File: config.mk
export PLATFORM = sky130hd
export DESIGN_NAME = clock_tree_generator
export DESIGN_NICKNAME = d
export VERILOG_FILES = /design/src/rtl/clock_tree_generator.sv
export SDC_FILE = /design/constraint.sdc
export NUM_CORES = 1
export LEC_CHECK = 0
export ABC_AREA = 1
export ABC_CLOCK_PERIOD_IN_PS = 1400
export CORE_AREA = 2 2 39 41
export CTS_CLUSTER_DIAMETER = 80
export DETAILED_ROUTE_END_ITERATION = 16
export DIE_AREA = 0 0 41 43
export PLACE_DENSITY = 0.58
export RECOVER_POWER = 50
export SLEW_MARGIN = 20
export SYNTH_ARGS = -nofsm -noshare
export SYNTH_HDL_FRONTEND = slang
export SYNTH_SLANG_ARGS = --single-unit
File: constraint.sdc
create_clock -name clk_i -period 1.4 [get_ports clk_i]
set_input_delay 0.14 -clock clk_i [delete_from_list [all_inputs] [get_ports clk_i]]
set_output_delay 0.14 -clock clk_i [all_outputs]
set_load 0.02 [all_outputs]
File: src/rtl/clock_tree_generator.sv
// Divide-by-2^n clock tree: an 8-bit up-counter whose bits are the divided clocks.
// Dropping start lets the counter run to its wrap, so every output finishes its period.
module clock_tree_generator (
    input  logic clk_i,
    input  logic rst_i,
    input  logic start,
    output logic clk_0_out,
    output logic clk_1_out,
    output logic clk_2_out,
    output logic clk_3_out,
    output logic clk_4_out,
    output logic clk_5_out,
    output logic clk_6_out,
    output logic clk_7_out
);

    logic [7:0] r_cnt;
    logic [7:0] w_cnt_nxt;

    // Next count: keep running while requested or mid-sequence, otherwise park at zero.
    always_comb begin
        w_cnt_nxt = 8'd0;
        if (start || (r_cnt != 8'd0)) begin
            w_cnt_nxt = r_cnt + 8'd1;
        end else begin
            w_cnt_nxt = 8'd0;
        end
    end

    // Counter register with synchronous reset taking priority over start.
    always_ff @(posedge clk_i) begin
        if (rst_i) begin
            r_cnt <= 8'd0;
        end else begin
            r_cnt <= w_cnt_nxt;
        end
    end

    // Outputs are the flop bits themselves, so they cannot glitch.
    assign clk_0_out = r_cnt[0];
    assign clk_1_out = r_cnt[1];
    assign clk_2_out = r_cnt[2];
    assign clk_3_out = r_cnt[3];
    assign clk_4_out = r_cnt[4];
    assign clk_5_out = r_cnt[5];
    assign clk_6_out = r_cnt[6];
    assign clk_7_out = r_cnt[7];

endmodule

# Word-level counts from Yosys, hierarchy flattened
# Index checks and enable logic that the tools add are counted.
# word_totals
register_bits	8
output_inout_bits	8
wordCells	6
# op_classes
addsub	1
n_bitwise	1
n_reduce_logical	3
# ops
op	n
adder 8 x 1 -> 8 bit (second input constant)	1
nonzero test 8 bit	1
OR reduction 2 bit	1
logical OR 1 bit	1
inverter 1 bit	1

# Depth between registers and ports, before layout
# Gate-level depths: netlist of run 1.
# logic_depth
depth_word	4
depth_mapped	9
ltp_nobuf	9

# Worst setup path after synthesis of run 1
# No wires, ideal clock.
# synth_path
kind	register to register
from	reg r_cnt[0]
to	reg r_cnt[7]
setup_time_ps	56
arrival_ps	1179
required_time_ps	1344
slack_ps	166
path_stages_with_launch	10
path_buffers	0
period_less_slack_ps	1234
path_cell_list	dfxtp_1 -> inv_1 -> ha_1 -> inv_1 -> nor2_1 -> nand2_1 -> nor2_1 -> nor2_2 -> nand2_1 -> inv_1
# synth_via
elab_chain_len	4
word_cells_on_any_way	5
cone_classes	add/sub (1); bitwise (1); reduce/logical (3)
# synth_lines
element	line_no	text
start, declared	17	logic [7:0] r_cnt;
start signal, assigned	35	r_cnt <= w_cnt_nxt;
branches (longest 4 deep; another with adder 8 x 1 -> 8 bit)	n/a	
# Parallel ways; which one is timed is not known.
# A chain may end at the register's enable or synchronous reset.

# Worst setup path in the final report of run 1
# layout_path
from	reg r_cnt[5]
to	out clk_5_out
# layout_lines
element	line_no	text
end, declared	12	output logic clk_5_out,
# No word-level cell between the ends.

==> flow_summary.json, run 1 <==
{
  "status": "finished, final reports clean",
  "p_switching_uw": 126.0,
  "io_pins": 11,
  "crit_family": "buffers and inverters",
  "rows": 14,
  "ys.flop_type": "dfxtp_1",
  "synth_cells": 60,
  "synthTopCellsByCount": "13 x nand2_1, 12 x nor2_1, 11 x inv_1",
  "finalCritPeriodShare": 0.9525,
  "synth_cell_type_count": 14,
  "setup_viol": 0,
  "synth_mux_area_frac": 0,
  "largest-register": "r_cnt",
  "synth-xor-area-share": 0.06213,
  "multiInputGateArea_sq_um": 214.0,
  "cts_buffers": 3,
  "gp_congestion": 0.6881,
  "clk_latency_ns": 0.25,
  "design.core.area_sq_um": 1384,
  "drt.antenna.violating_nets": 0,
  "drc": 0,
  "worstPathMaxFanout": 2,
  "drt-total-wl_microns": 828,
  "fillCellCount": 158,
  "finalNetCount": 82,
  "synth_top_area_frac": 0.3787,
  "ys_seq_elements": 8,
  "rsz0062_at_grt": "false",
  "finalCriticalPeriod_ns": 1.334,
  "required_ns": 1.26,
  "start_util": 0.3056,
  "area_growth_pct": 32.54,
  "crit_path_cell_trace": "clkdlybuf4s50_1",
  "worstSetupPathType": "reg2out",
  "finalPower_uw": 488.9,
  "antenna_found_initial": 0,
  "port_buffers": 10,
  "layoutNonFillerInstCount": 91,
  "drive_above_1_share": 0.1200,
  "vias_per_cell": 4.374,
  "ys_seq_area_frac": 0.3787,
  "crit_arrival_ns": 1.19,
  "holdWs_ns": 0.4872,
  "synth_top_family_by_area": "simple AND/OR/NAND/NOR gates",
  "relSlewSlack": 0.8301,
  "p_leak_nw": 0.2843,
  "hold_path_class": "reg2reg",
  "dr.pass1.iters": 4,
  "comb_power_share": 0.139,
  "cts_sinks": 8,
  "die_area_sq_um": 1763,
  "slowest_delay_ns": 0.60,
  "p_int_uw": 362.9,
  "yosysWarnings": 0,
  "dp_hpwl_microns": 624.4,
  "wire_per_inst_microns": 9.099,
  "clock_path_buffers": 2,
  "powerDensity_nw_per_um2": 872.2,
  "die_h_microns": 43,
  "peakVddDrop_mv": 0.4115,
  "seqPwrFrac": 0.500,
  "grt_overflow": 0,
  "cap_violations": 0,
  "largest_register_ffs": 8,
  "worstMarginPinSlew_ns": 0.2547,
  "yosysMostFrequentCell": "nand2_1",
  "track_usage": 0.1260,
  "synth_top_area_cell": "dfxtp_1",
  "grt_pass1_vias": 329,
  "root_buffer": "clkbuf_4",
  "synthTopCellsByArea": "dfxtp_1 38%, nand2_1 12%, nor2_1 11%",
  "avgSynthCellArea_sq_um": 7.048,
  "cp-start-kind": "flip-flop",
  "swShare": 0.2577,
  "chipWidth_microns": 41,
  "setup-tns-final_ns": 0,
  "dp.cells": 88,
  "async_flop_share": 0,
  "p_clk_frac": 0.361,
  "drtIter0Drc": 13,
  "antenna_cells": 0,
  "synthAdderAreaFrac": 0.05917,
  "cp-end-kind": "primary output",
  "grt_first_pass_wirelength_microns": 1359,
  "reg_top3": "r_cnt (8)",
  "grt_max_degree": 7,
  "synth_fp_nets": 65,
  "slowest_stage": "clkdlybuf4s50_1",
  "crit_buf_inv": 1,
  "detailroute.via_count": 398,
  "cts_setup_buffers": 0,
  "final_hold_viol_count": 0,
  "yosys.area_share.simple": 0.3462,
  "post-route-util": 0.4051,
  "slew_violations": 0,
  "cts_tree": "done",
  "synth_compound_area_frac": 0.05621,
  "h-tree-depth": 1,
  "syn_area_sq_um": 422.9,
  "timing.fmax_ghz": 0.7499,
  "synth_edf_count": 0,
  "ff_latch_area_sq_um": 160.2,
  "path_clk_slew_ns": 0.05,
  "skew_ns": 0.003286
}
==> logic make-up (layout without fill, tap and decap cells) <==
group	count (synthesis)	after routing
xor gates and xnor gates	3	3
adders and majority gates	2	2
AOI/OAI and AO/OA	2	2
DFF	8	8
buffers and inverters	11	26
and+or+nand+nor	34	34
==> timing repair <==
item                                   CTS  global route
resized for setup                        5             1
setup endpoints to repair                5             1
endpoints found under the hold margin    0             0
hold buffers                             0             0
==> stage by stage <==
step	worst slack [ns]	instance area, sq um
final	0.06645	560.5
after global routing	0.004910	560.5
after CTS	0.008135	574.3
after detailed placement	0.2201	558.0
after global placement	0.2378	558.0
after floorplan	0.1656	422.9
==> power groups by stage <==
| stage | registers (mW) | logic [mW] | clock network, mW |
|---|---|---|---|
| floorplan | 0.259 | 0.0383 | 0 |
| global placement | 0.249 | 0.0776 | 0 |
| detailed placement | 0.250 | 0.0773 | 0 |
| CTS | 0.244 | 0.0730 | 0.187 |
| global route | 0.246 | 0.0782 | 0.202 |
| finish | 0.245 | 0.0681 | 0.176 |
==> placed cells by master (no fill, tap or decap) <==
master / instances
nand2_1: 13
nor2_1: 12
inv_1: 11
dfxtp_1: 8
dlygate4sd2_1: 5
nand3_1: 4
clkdlybuf4s50_1: 4
clkbuf_4: 3
xnor2_1: 2
nor2_2: 2
ha_1: 2
buf_4: 2
nand2_2: 1
o21bai_2: 1
nand4_1: 1
o21ai_0: 1
nand3b_1: 1
xor2_1: 1
clkbuf_1: 1
==> area by class of cell <==
type / instances / share of cell area
clock buffers: 3 / 0.04018
well taps: 16 / 0.03571
inverters: 11 / 0.07366
multi-input cells: 41 / 0.3817
repair buffers: 12 / 0.1830
flip-flops and latches: 8 / 0.2857
==> layer usage <==
metal	routed length, microns	up-vias	track usage
met5	0	-	0
met4	46	0	0.1400
met3	51	4	0.04712
met2	352	14	0.1469
met1	378	167	0.1564
li1	-	213	-
==> worst paths after layout <==
| check | start | endpoint | slack [ns] | depth (start not counted) |
|---|---|---|---|---|
| setup / recovery | r_cnt[5] | clk_5_out | 0.07 | 1 |
| hold / removal | r_cnt[0] | r_cnt[0] | 0.49 | 1 |
| setup reg to reg | r_cnt[0] | r_cnt[6] | 0.20 | 7 |
| hold reg to reg | r_cnt[0] | r_cnt[0] | 0.49 | 1 |
Power figures use the tool's default switching activity.
==> inputs of run 2 (changes only) <==
Settings changed: SETUP_SLACK_MARGIN from default to 0.3.
==> run 2 against run 1 <==
Final cell count is 3.3% higher. Maximum frequency rose by 13%. Clock skew down 0.00069 ns. Register-to-register slack better by 0.12 ns. Design area grew 12%. Sequential share of layout area shrank 1.7 points.
==> flow_summary.json, run 2 (synthesized netlist as in run 1, its figures left out) <==
{
  "h-tree-depth": 1,
  "area_growth_pct": 48.82,
  "rsz0062_at_grt": "true",
  "reg2reg_from": "r_cnt[0]",
  "status": "finished, final reports clean",
  "largest_register_ffs": 8,
  "io_pins": 11,
  "crit_path_cell_trace": "clkdlybuf4s25_1",
  "clk_latency_ns": 0.26,
  "port_buffers": 10,
  "cp-end-kind": "primary output",
  "drtIter0Drc": 1,
  "worstHoldStart": "r_cnt[0]",
  "ff_latch_area_sq_um": 168.9,
  "postCtsHoldBufs": 0,
  "setup-tns-final_ns": 0,
  "relSlewSlack": 0.8336,
  "path_clk_slew_ns": 0.05,
  "ff2ff_setup_slack_ns": 0.32,
  "drt-total-wl_microns": 858,
  "mostFrequentLayoutCells": "12 x nand2_1, 10 x nor2_1, 8 x inv_1",
  "slew_violations": 0,
  "dp_hpwl_microns": 660.1,
  "clock_path_buffers": 2,
  "gp_congestion": 0.6292,
  "timing.fmax_ghz": 0.8483,
  "worstPathMaxFanout": 4,
  "finalCritPeriodShare": 0.8420,
  "grt_max_degree": 8,
  "root_buffer": "clkbuf_4",
  "slowest_delay_ns": 0.40,
  "cap_violations": 0,
  "design.core.area_sq_um": 1384,
  "drc": 0,
  "cts_buffers": 3,
  "track_usage": 0.1260,
  "dr.pass1.iters": 2,
  "wire_per_inst_microns": 9.128,
  "chipWidth_microns": 41,
  "grt_pass1_vias": 399,
  "drive_above_1_share": 0.2949,
  "min_to": "r_cnt[0]",
  "peakVddDrop_mv": 0.3530,
  "detailroute.via_count": 401,
  "die_h_microns": 43,
  "grt_overflow": 0,
  "grt_first_pass_wirelength_microns": 1462,
  "largest-register": "r_cnt",
  "setup_viol": 0,
  "reg2reg_to": "r_cnt[3]",
  "cp_num_cells": 1,
  "holdWs_ns": 0.5353,
  "rows": 14,
  "fillCellCount": 148,
  "r2r_cells": 7,
  "cts_sinks": 8,
  "skew_ns": 0.002600,
  "hold_path_class": "reg2reg",
  "crit_arrival_ns": 1.04,
  "finalCriticalPeriod_ns": 1.179,
  "worstMarginPinSlew_ns": 0.2507,
  "vias_per_cell": 4.266,
  "slowest_stage": "clkdlybuf4s25_1",
  "p_leak_nw": 0.2771,
  "drt.antenna.violating_nets": 0,
  "cts_tree": "done",
  "hold_path_depth": 2,
  "final_hold_viol_count": 0,
  "crit_buf_inv": 1,
  "powerDensity_nw_per_um2": 862.6,
  "reg_top3": "r_cnt (8)",
  "final_common_cell": "nand2_1",
  "finalNetCount": 85,
  "crit_family": "buffers and inverters",
  "antenna_cells": 0,
  "die_area_sq_um": 1763,
  "cp-start-kind": "flip-flop",
  "required_ns": 1.26,
  "finalPower_uw": 542.9,
  "start_util": 0.3056,
  "antenna_found_initial": 0,
  "worstSetupPathType": "reg2out",
  "multiInputGateArea_sq_um": 254.0
}
## run 2: cell types whose count changed in the layout (fill, tap and decap cells not counted), sizes merged
cell and delta:
buf +3, clkbuf +2, clkdlybuf4s25 +4, clkdlybuf4s50 -2, dlygate4sd2 -4
## run 2: through the flow
step / area, sq um / worst slack, ns / util / cells
6_report: 629.4 / 0.2212 / 0.4548 / 94
5_1_grt: 629.4 / 0.1833 / 0.4548 / 94
4_1_cts: 619.3 / 0.2326 / 0.4476 / 93
3_5_place_dp: 573.1 / 0.2306 / 0.4141 / 87
3_3_place_gp: 573.1 / 0.2498 / 0.4141 / 87
2_1_floorplan: 445.4 / 0.2939 / - / 60
## run 2: per-layer routing
layer / track usage / routed length [microns] / share of wire / vias to the layer above
li1: - / - / - / 217
met1: 0.1270 / 363 / 0.42 / 172
met2: 0.2031 / 419 / 0.49 / 9
met3: 0.04712 / 47 / 0.055 / 3
met4: 0.08000 / 27 / 0.031 / 0
met5: 0 / 0 / 0 / -
## run 2: area by class of cell
type / instances / area share
Timing Repair Buffer: 15 / 0.1869
Sequential cell: 8 / 0.2684
Inverter: 11 / 0.07356
Tap cell: 16 / 0.03181
Multi-Input combinational cell: 41 / 0.4036
Clock buffer: 3 / 0.03579
## run 2: power by group
group          internal (mW)  switching, mW  total, mW
logic                 0.0590         0.0581      0.117
registers              0.237        0.00980      0.247
clock network         0.0982         0.0804      0.179
total                  0.394          0.148      0.543
## run 2: what timing repair did
| action | in CTS | in global routing |
|---|---|---|
| gates resized for setup | 17 | 12 |
| gates cloned | 0 | 0 |
| pin swaps | 6 | 6 |
| endpoints found under the hold margin | 0 | 0 |
| endpoints found under the setup margin | 16 | 12 |
| setup buffers | 3 | 1 |
## run 2: worst max-delay path by stage
stage / start / to
finish: r_cnt[4] / clk_4_out
global route: r_cnt[4] / clk_4_out
CTS: r_cnt[5] / clk_5_out
detailed placement: r_cnt[5] / clk_5_out
global placement: r_cnt[5] / clk_5_out
floorplan: r_cnt[1] / r_cnt[5]
